$ cat config.mk
export PLATFORM = sky130hd
export DESIGN_NAME = seg_scan_driver
export DESIGN_NICKNAME = d
export VERILOG_FILES = /design/src/rtl/seg_scan_pkg.sv /design/src/rtl/seg_scan_driver_timer.sv /design/src/rtl/seg_scan_driver.sv
export SDC_FILE = /design/constraint.sdc
export NUM_CORES = 1
export LEC_CHECK = 0
export ABC_AREA = 1
export CORE_ASPECT_RATIO = 1.25
export CORE_MARGIN = 2
export CORE_UTILIZATION = 35
export CTS_CLUSTER_DIAMETER = 200
export DETAILED_ROUTE_END_ITERATION = 10
export PLACE_DENSITY = 0.58
export SYNTH_ARGS = -nofsm -noshare
export SYNTH_HDL_FRONTEND = slang
export SYNTH_SLANG_ARGS = --single-unit
$ cat constraint.sdc
create_clock -name clk -period 2.32 [get_ports clk]
set_input_delay 0.696 -clock clk [delete_from_list [all_inputs] [get_ports clk]]
set_output_delay 0.696 -clock clk [all_outputs]
set_load 0.005 [all_outputs]
$ cat src/rtl/seg_scan_pkg.sv
// Shared definitions for the seven-segment scan driver and its upstream decoders.
// All segment and anode values are active-low.
package seg_scan_pkg;

  localparam int          NUM_DIGITS = 4;
  localparam logic [7:0]  SEG_OFF    = 8'hFF;
  localparam logic [3:0]  AN_OFF     = 4'hF;

  typedef enum logic {
    ST_BLANK = 1'b0,
    ST_SHOW  = 1'b1
  } scan_state_t;

  // Hex glyphs with the decimal point off; bit 7 = dp, bits 6..0 = g..a.
  localparam logic [7:0] HEX_0 = 8'hC0;
  localparam logic [7:0] HEX_1 = 8'hF9;
  localparam logic [7:0] HEX_2 = 8'hA4;
  localparam logic [7:0] HEX_3 = 8'hB0;
  localparam logic [7:0] HEX_4 = 8'h99;
  localparam logic [7:0] HEX_5 = 8'h92;
  localparam logic [7:0] HEX_6 = 8'h82;
  localparam logic [7:0] HEX_7 = 8'hF8;
  localparam logic [7:0] HEX_8 = 8'h80;
  localparam logic [7:0] HEX_9 = 8'h90;
  localparam logic [7:0] HEX_A = 8'h88;
  localparam logic [7:0] HEX_B = 8'h83;
  localparam logic [7:0] HEX_C = 8'hC6;
  localparam logic [7:0] HEX_D = 8'hA1;
  localparam logic [7:0] HEX_E = 8'h86;
  localparam logic [7:0] HEX_F = 8'h8E;

  function automatic logic [7:0] hex_to_seg(input logic [3:0] v);
    logic [7:0] s;
    s = SEG_OFF;
    case (v)
      4'h0: s = HEX_0;
      4'h1: s = HEX_1;
      4'h2: s = HEX_2;
      4'h3: s = HEX_3;
      4'h4: s = HEX_4;
      4'h5: s = HEX_5;
      4'h6: s = HEX_6;
      4'h7: s = HEX_7;
      4'h8: s = HEX_8;
      4'h9: s = HEX_9;
      4'hA: s = HEX_A;
      4'hB: s = HEX_B;
      4'hC: s = HEX_C;
      4'hD: s = HEX_D;
      4'hE: s = HEX_E;
      default: s = HEX_F;
    endcase
    return s;
  endfunction

endpackage

$ cat src/rtl/seg_scan_driver_timer.sv
// Slot counter and digit index for the scan driver; flags the last cycle of
// each digit slot and of the whole frame.
module scan_timer #(
  parameter int DIGIT_TICKS = 100000,
  parameter int CW          = $clog2(DIGIT_TICKS)
) (
  input  logic          clk,
  input  logic          rst_n,
  output logic [CW-1:0] cnt_o,
  output logic [1:0]    idx_o,
  output logic          slot_end_o,
  output logic          frame_end_o
);

  localparam logic [CW-1:0] CNT_MAX = CW'(DIGIT_TICKS - 1);

  logic [CW-1:0] cnt_q, cnt_d;
  logic [1:0]    idx_q, idx_d;
  logic          slot_end;

  always_comb begin
    slot_end = (cnt_q == CNT_MAX);
    cnt_d    = slot_end ? '0 : cnt_q + CW'(1);
    idx_d    = slot_end ? idx_q + 2'd1 : idx_q;
  end

  always_ff @(posedge clk or negedge rst_n) begin
    if (!rst_n) begin
      cnt_q <= '0;
      idx_q <= 2'd0;
    end else begin
      cnt_q <= cnt_d;
      idx_q <= idx_d;
    end
  end

  assign cnt_o       = cnt_q;
  assign idx_o       = idx_q;
  assign slot_end_o  = slot_end;
  assign frame_end_o = slot_end && (idx_q == 2'd3);

endmodule

$ cat src/rtl/seg_scan_driver.sv
// Four-digit multiplexed seven-segment driver with per-slot blanking and a
// once-per-frame input snapshot so the image never tears mid-frame.
module seg_scan_driver
  import seg_scan_pkg::*;
#(
  parameter int DIGIT_TICKS = 100000,
  parameter int BLANK_TICKS = 2000
) (
  input  logic        clk,
  input  logic        rst_n,
  input  logic [31:0] digit_seg,
  input  logic [3:0]  digit_en,
  output logic [7:0]  seg,
  output logic [3:0]  an,
  output logic        frame_tick,
  output scan_state_t dbg_state
);

  localparam int            CW         = $clog2(DIGIT_TICKS);
  localparam logic [CW-1:0] BLANK_LAST = CW'(BLANK_TICKS - 1);

  logic [CW-1:0] cnt;
  logic [1:0]    idx;
  logic          slot_end, frame_end;

  scan_timer #(
    .DIGIT_TICKS (DIGIT_TICKS),
    .CW          (CW)
  ) u_timer (
    .clk         (clk),
    .rst_n       (rst_n),
    .cnt_o       (cnt),
    .idx_o       (idx),
    .slot_end_o  (slot_end),
    .frame_end_o (frame_end)
  );

  scan_state_t state_q, state_d;
  logic [31:0] sh_seg_q, sh_seg_d;
  logic [3:0]  sh_en_q, sh_en_d;
  logic [7:0]  seg_q, seg_d;
  logic [3:0]  an_q, an_d;
  logic        frame_tick_q, frame_tick_d;
  logic [4:0]  byte_lsb;

  always_comb begin
    state_d = state_q;
    case (state_q)
      ST_BLANK: if (cnt == BLANK_LAST) state_d = ST_SHOW;
      ST_SHOW:  if (slot_end)          state_d = ST_BLANK;
      default:                         state_d = ST_BLANK;
    endcase
  end

  // The snapshot edge always lands in blanking, so the shown image is stable.
  always_comb begin
    sh_seg_d = sh_seg_q;
    sh_en_d  = sh_en_q;
    if (idx == 2'd0 && cnt == '0) begin
      sh_seg_d = digit_seg;
      sh_en_d  = digit_en;
    end
  end

  always_comb begin
    byte_lsb     = {idx, 3'b000};
    seg_d        = SEG_OFF;
    an_d         = AN_OFF;
    frame_tick_d = frame_end;
    if (state_q == ST_SHOW && sh_en_q[idx]) begin
      an_d  = ~(4'b0001 << idx);
      seg_d = sh_seg_q[byte_lsb +: 8];
    end
  end

  always_ff @(posedge clk or negedge rst_n) begin
    if (!rst_n) begin
      state_q      <= ST_BLANK;
      sh_seg_q     <= 32'hFFFF_FFFF;
      sh_en_q      <= 4'h0;
      seg_q        <= SEG_OFF;
      an_q         <= AN_OFF;
      frame_tick_q <= 1'b0;
    end else begin
      state_q      <= state_d;
      sh_seg_q     <= sh_seg_d;
      sh_en_q      <= sh_en_d;
      seg_q        <= seg_d;
      an_q         <= an_d;
      frame_tick_q <= frame_tick_d;
    end
  end

  assign seg        = seg_q;
  assign an         = an_q;
  assign frame_tick = frame_tick_q;
  assign dbg_state  = state_q;

endmodule

# --- After elaboration in Yosys (flattened, before gate mapping) ---
# Index checks and enable logic that the tools add are counted.
totals:
  inputBits: 38
  wordCells: 31
  ram_bits: 0
  output_inout_bits: 14
  regBits: 69
  mem_bits_ro: 0
  n_memories: 0
  latch_bits: 0
classes:
  addsub: 2
  n_mul: 0
  magnitude_cmp: 1
  muxes: 8
  eq_ne: 3
  div_mod_pow: 0
  bitwise: 2
  reduce_logical: 5
  n_shift: 2
ops:
  columns: ["operator", "count"]
  rows:
  - ["variable part select 32 x 6 -> 8 bit", 1]
  - ["adder 17 x 1 -> 17 bit, second input constant", 1]
  - ["== test 17 x 11 -> 1 bit, second input constant", 1]
  - ["== test 17 bit, second input constant", 1]
  - ["logical NOT 17 bit", 1]
  - ["2-to-1 mux 17 bit", 1]
  - ["2-to-1 mux 8 bit", 1]
  - ["2-to-1 mux 4 bit", 1]
  - ["inverter 4 bit", 1]
  - ["<< shifter 1 x 2 -> 4 bit, first input constant", 1]
  - ["logical AND 1 bit", 3]
  - ["less-than comparator 2 x 3 -> 1 bit, second input constant", 1]
  - ["2-to-1 mux 1 bit", 3]
  - ["adder 2 x 1 -> 2 bit, second input constant", 1]
  - ["binary-select mux 1 bit (select 2 bit)", 1]
  - ["== test 2 bit, second input constant", 1]
  - ["logical NOT 2 bit", 1]
  - ["case mux 1 bit (2 select lines)", 1]
  - ["inverter 1 bit", 1]

# --- Longest topological paths before layout ---
# Gate-level depths: netlist (run 1).
depth:
  ltp_word: 4
  mapped_depth: 11
  ltp_nobuf: 9

# --- Modules after synthesis ---
# From an unflattened synthesis (run 1), not the netlist that was laid out.
hier_totals:
  hier_cells: 430
  hier_area_um2: 3553.4
modules_own_cells:
  columns: ["module", "cells_per_inst", "seq_area_each_um2", "instances", "area_each_um2"]
  rows:
  - ["seg_scan_driver", 279, 1306.3, 1, 2374.8]
  - ["scan_timer", 151, 475.5, 1, 1178.6]

# --- Worst setup path before layout (run 1) ---
# OpenSTA, ideal clock, no wires.
synth_timing:
  path_type: "reg2reg"
  startpoint: "reg u_timer.idx_q[0], in the netlist u_timer.idx_o[0]"
  endpoint: "reg sh_en_q[0]"
  setup_ns: 0.117
  t_arrival_ns: 1.751
  setup_slack_ns: 0.452
  required_ns: 2.203
  period_less_slack_ns: 1.868
  path_buffers: 4
  path_stages_with_launch: 12
  path_cell_list: "dfrtp_1 -> buf_2 -> inv_1 -> buf_2 -> buf_4 -> ha_1 -> nand2_1 -> nor2_4 -> nand3_4 -> buf_6 -> nand2_1 -> nand2_1"
synth_between:
  elab_chain_cells: 2
synth_rtl:
  columns: ["item", "line_no", "source"]
  rows:
  - ["start: declaration", "seg_scan_driver_timer.sv:18", "logic [1:0] idx_q, idx_d;"]
  - ["start signal: assignment", "seg_scan_driver_timer.sv:33", "idx_q <= idx_d;"]
  - ["logical NOT 2 bit", "seg_scan_driver.sv:59", "if (idx == 2'd0 && cnt == '0) begin"]
  - ["logical AND 1 bit", "seg_scan_driver.sv:59", null]
  - ["end signal: assignment", "seg_scan_driver.sv:87", "sh_en_q <= sh_en_d;"]
  - ["end: declaration", "seg_scan_driver.sv:40", "logic [3:0] sh_en_q, sh_en_d;"]
# Every way passes these cells.
# A chain may end at the register's enable or synchronous reset.

# --- Worst setup path after layout (run 1) ---
layout_timing:
  startpoint: "reg u_timer.cnt_q[11], in the netlist u_timer.cnt_o[11]"
  endpoint: "reg sh_en_q[0]"
layout_between:
  elab_chain_cells: 2
layout_rtl:
  columns: ["item", "line_no", "source"]
  rows:
  - ["start: declaration", "seg_scan_driver_timer.sv:17", "logic [CW-1:0] cnt_q, cnt_d;"]
  - ["start signal: assignment", "seg_scan_driver_timer.sv:32", "cnt_q <= cnt_d;"]
  - ["logical NOT 17 bit", "seg_scan_driver.sv:59", null]
  - ["logical AND 1 bit", "seg_scan_driver.sv:59", null]
# Every way passes these cells.

==> results of run 1 <==
[per-layer routing]
metal	share of wire	global-route usage	up-vias
met5	0	0	-
met2	0.52	0.290	82
met3	0.045	0.0439	9
met1	0.42	0.209	1367
li1	-	-	1454
met4	0.016	0.0755	0
[state kept, by name (all words and copies together), names as in the netlist]
name	cells
u_timer.cnt_o	17
frame_tick	1
sh_seg_q	32
seg	8
u_timer.idx_o	2
dbg_state	1
sh_en_q	4
an	4
[power groups by stage]
| stage | sequential [mW] | combinational (mW) | clock [mW] |
|---|---|---|---|
| finish | 1.28 | 0.131 | 1.49 |
| global route | 1.28 | 0.148 | 1.58 |
| CTS | 1.28 | 0.136 | 1.52 |
| detailed placement | 1.30 | 0.136 | 0 |
| global placement | 1.30 | 0.134 | 0 |
| floorplan | 1.29 | 0.0346 | 0 |
[worst reg2reg max path, cell delays in order (launching register included)]
cell     delay (ps)
dfrtp_1         440
nor2_1          110
nand3_1         200
nor2_4          510
nand3_4         450
nand2_1         180
nand2_1          60
[layout by cell type, fill, tap and decap left out, types with 2 or more instances in the layout]
cell	Yosys	routed
dfstp_2	44	44
clkdlybuf4s50_1	0	50
nor2_2	2	3
nand2_1	124	124
nor2_1	61	61
inv_2	2	2
ha_1	6	6
xor2_1	8	8
dfrtp_1	25	25
nand3_1	12	12
nand4_1	38	38
clkbuf_16	0	11
inv_1	37	37
buf_4	2	7
nor3_1	2	2
o22ai_1	8	8
a21oi_1	3	3
o21ai_0	21	21
[logic make-up (layout without fill, tap and decap cells)]
family,Yosys count,count (layout)
compound gates,33,33
flops,69,69
fa+ha+maj,6,6
xor+xnor,8,8
simple gates,244,245
buf+inv,59,115
[layout make-up]
class	instances	area [um^2]	area share
Multi-Input combinational cell	292	1410	0.319
Clock buffer	12	279	0.0634
Clock inverter	4	51.3	0.0116
Sequential cell	69	1780	0.405
Tap cell	126	158	0.0358
Timing Repair Buffer	59	578	0.131
Inverter	40	150	0.0341
[worst paths after layout]
path                                         from          endpoint  slack (ps)  cells past startpoint
worst max-delay path            u_timer.cnt_o[11]        sh_en_q[0]         260                      6
worst min-delay path                        rst_n  u_timer.cnt_o[4]         370                      2
worst max register to register  u_timer.cnt_o[11]        sh_en_q[0]         260                      6
worst min register to register       sh_seg_q[14]      sh_seg_q[14]         460                      2
max in group asynchronous                   rst_n      sh_seg_q[26]        1630                      2
min in group clk                     sh_seg_q[14]      sh_seg_q[14]         460                      2
==> impl_metrics.yaml, run 1 <==
drt:
  vias: 2912
  postRouteAntennaNets: 0
  drt_iter0_markers: 207
  viasPerCell: 4.84
  wl_per_cell_um: 14.3
  dr.pass1.iters: 6
  drc: 0
  totalWireLength_um: 8610
finish:
  nFillCells: 975
  stdcell_area_mm2: 0.00440
  fin_cells: 602
  antenna_cells: 0
  final_nets: 515
  area_growth_pct: 27.7
  finish.utilization: 0.458
  drive_gt1_frac: 0.164
clocking:
  clock_sinks: 69
  post-cts-setup-buffers: 0
  root_buffer: "clkbuf_16"
  clk_path_buf_depth: 2
  h-tree-depth: 3
  clkLatencyLatePin_ps: 340
  clk_pin_slew_ps: 60
  hold_buffers: 0
  cts_inserted_buffers: 9
  cts_tree: "done"
  cts-resized-gates: 0
die:
  start_util: 0.359
  die-area_mm2: 0.0107
  die_h_um: 115
  core_area_mm2: 0.00961
  die_w_um: 92.8
  core.rowCount: 40
  ioPinCount: 52
yosys:
  synth_top_family_by_area: "simple AND/OR/NAND/NOR gates"
  synth_commonest_cells: "124 x nand2_1, 61 x nor2_1, 44 x dfstp_2"
  yosysSeqAreaShare: 0.517
  synth-seq-cells: 69
  syn-num-nets: 463
  synth.top_cell.area_share: 0.335
  synth-xor-area-share: 0.0203
  synth_simple_gate_area_share: 0.313
  muxShareOfSynthArea: 0
  synth_compound_area_frac: 0.0508
  synth_fa_ha_area_frac: 0.0218
  async_reset_ff_frac: 1.00
  yosysUniqueCellTypes: 26
  ys_warn_count: 0
  synth_top_area_cell: "dfstp_2"
  synth_edf_count: 0
  synthTopCellsByArea: "dfstp_2 34%, dfrtp_1 18%, nand2_1 13%, nand4_1 6.9%, nor2_1 6.6%"
  avgSynthCellArea_um2: 8.23
  synthFlopType: "dfstp_2"
  netlist_area_mm2: 0.00345
  synth_most_common_cell: "nand2_1"
  netlist_instances: 419
worst_hold_path:
  worstHoldPathType: "in -> async"
power:
  vdd_drop_max_uv: 373
  combPwrFrac: 0.045
  power_mw: 2.90
  p_int_mw: 2.30
  power_density_mw_per_mm2: 657
  clockPowerShare: 0.513
  p_seq_frac: 0.441
  p_switching_mw: 0.599
  p_sw_frac: 0.207
  p_leak_nw: 2.04
timing:
  slew_headroom: 0.443
  worst_slack_ps: 260
  rsz0062_at_grt: "no"
  timing.hold.ws_ps: 368
  hold_viol_final: 0
  drv_slew: 0
  finalCriticalPeriod_ps: 2060
  clock-skew-final_ps: 6.26
  period_share: 0.888
  setup_violations: 0
  tightest_slew_ps: 835
  timing.setup.tns_ps: 0
  timing.fmax_mhz: 485
global_routing:
  grt_pass1_wl_um: 14000
  grt_start_max_net_pins: 70
  overflow: 0
  grt_pass1_vias: 2852
  grt_usage: 0.172
  antenna_found_initial: 0
setup_path:
  cp_top_family: "simple AND/OR/NAND/NOR gates"
  critPathBufInv: 0
  path_cells: "nor2_1, nand3_1, nor2_4, nand3_4, nand2_1, nand2_1"
  required_ps: 2540
  crit_path_max_fanout: 36
  crit_type: "reg -> reg"
  slowest_delay_ps: 510
  startpoint_type: "flip-flop"
  crit_path_frequent_cell: "nand2_1"
  crit_slowest_cell: "nor2_4"
  arrival_ps: 2280
  end_kind: "flip-flop"
placement:
  port_buffers: 51
  postPlaceCellArea_mm2: 0.00407
  gp_congestion: 0.917
  dp.cells: 585
  dp_hpwl_um: 5740
  dp_slack_ps: 29.4
run_status:
  status: "complete, no violations"
job:
  maxCapViolations: 0
Power figures use the tool's default switching activity.
==> inputs of run 2 (changes only) <==
CORE_UTILIZATION = 54   (was 35)
PLACE_DENSITY = 0.82   (was 0.58)
==> impl_metrics.yaml, run 2 (synthesis gave the netlist of run 1 again) <==
run_status:
  status: "complete, no violations"
setup_path:
  crit_slowest_cell: "dfstp_2"
  startpoint_type: "flip-flop"
  setup.worst_path.start: "seg[1]"
  r2r-end: "sh_en_q[1]"
  r2r-start: "u_timer.cnt_o[9]"
  end_kind: "output port"
  crit_path_max_fanout: 1
  cp_top_family: "flip-flops"
  slowest_delay_ps: 520
  path_cells: "clkdlybuf4s50_1"
  crit_type: "reg -> out"
  critPathBufInv: 1
  arrival_ps: 1360
  r2r_cells: 6
  rrSetupSlack_ps: 270
  required_ps: 1620
die:
  core.rowCount: 32
  die-area_mm2: 0.00705
  die_h_um: 93.3
  core_area_mm2: 0.00617
  ioPinCount: 52
  die_w_um: 75.5
  start_util: 0.559
finish:
  final_nets: 515
  largest_reg_flops: 32
  multi_input_area_mm2: 0.00141
  regArea_mm2: 0.00178
  nFillCells: 525
  antenna_cells: 0
  layout_common_cells: "124 x nand2_1, 61 x nor2_1, 50 x clkdlybuf4s50_1"
  area_growth_pct: 22.6
  final_common_cell: "nand2_1"
  drive_gt1_frac: 0.164
  top_register: "sh_seg_q"
drt:
  drc: 0
  wl_per_cell_um: 14.2
  drt_iter0_markers: 255
  postRouteAntennaNets: 0
  dr.pass1.iters: 4
  vias: 3018
  viasPerCell: 5.38
  totalWireLength_um: 7990
clocking:
  cts_inserted_buffers: 9
  root_buffer: "clkbuf_8"
  h-tree-depth: 3
  hold_buffers: 0
  clock_sinks: 69
  cts-resized-gates: 0
  post-cts-setup-buffers: 0
  cts_tree: "done"
  clk_pin_slew_ps: 70
  clkLatencyLatePin_ps: 350
  clk_path_buf_depth: 2
timing:
  slew_headroom: 0.509
  period_share: 0.887
  drv_slew: 0
  clock-skew-final_ps: 7.82
  tightest_slew_ps: 736
  timing.fmax_mhz: 486
  finalCriticalPeriod_ps: 2060
  rsz0062_at_grt: "no"
  timing.setup.tns_ps: 0
  setup_violations: 0
  hold_viol_final: 0
placement:
  gp_congestion: 0.923
  port_buffers: 51
  dp_hpwl_um: 5380
global_routing:
  grt_start_max_net_pins: 70
  antenna_found_initial: 0
  grt_usage: 0.243
  grt_pass1_wl_um: 12800
  overflow: 0
  grt_pass1_vias: 2834
job:
  maxCapViolations: 0
power:
  power_mw: 2.40
  vdd_drop_max_uv: 367
  power_density_mw_per_mm2: 568
  p_leak_nw: 1.99
worst_hold_path:
  worstHoldPathType: "in -> async"
-- run 2: cell type report --
class / count / area share
clock buffer: 14 / 0.0459
clock inverter: 2 / 0.00266
inverter: 40 / 0.0355
multi-input combinational: 292 / 0.333
sequential: 69 / 0.421
tap: 85 / 0.0252
timing repair buffer: 59 / 0.137
-- run 2: how the worst max path moves through the flow --
stage,endpoint,depth (start not counted)
6_report,seg[1],1
3_5_place_dp,sh_en_q[1],7
2_1_floorplan,sh_en_q[0],11
5_1_grt,sh_en_q[2],6
4_1_cts,sh_en_q[1],7
3_3_place_gp,sh_en_q[2],7
-- run 2: through the flow --
stage | setup slack, ps | cell area [um^2] | utilization | std cells | hold WS, ps
after floorplan | 452 | 3450 | - | 419 | 400
after global placement | 236 | 4020 | 0.651 | 544 | 449
after detailed placement | 78.5 | 4020 | 0.651 | 544 | 450
final | 262 | 4230 | 0.686 | 561 | 346
after global routing | 114 | 4230 | 0.686 | 561 | 390
after CTS | 86.1 | 4220 | 0.685 | 560 | 357
-- run 2: report_power, final --
| part | total [mW] | internal (mW) | switching (mW) |
|---|---|---|---|
| logic | 0.132 | 0.0740 | 0.0576 |
| clock network | 0.990 | 0.540 | 0.450 |
| registers | 1.28 | 1.26 | 0.0192 |
| total | 2.40 | 1.87 | 0.526 |
-- run 2: per-layer routing --
| layer | vias up | share of wire | global-route usage |
|---|---|---|---|
| met5 | - | 0 | 0 |
| met4 | 0 | 0.042 | 0.149 |
| met3 | 30 | 0.049 | 0.0431 |
| met2 | 113 | 0.48 | 0.371 |
| met1 | 1426 | 0.43 | 0.315 |
| li1 | 1449 | - | - |
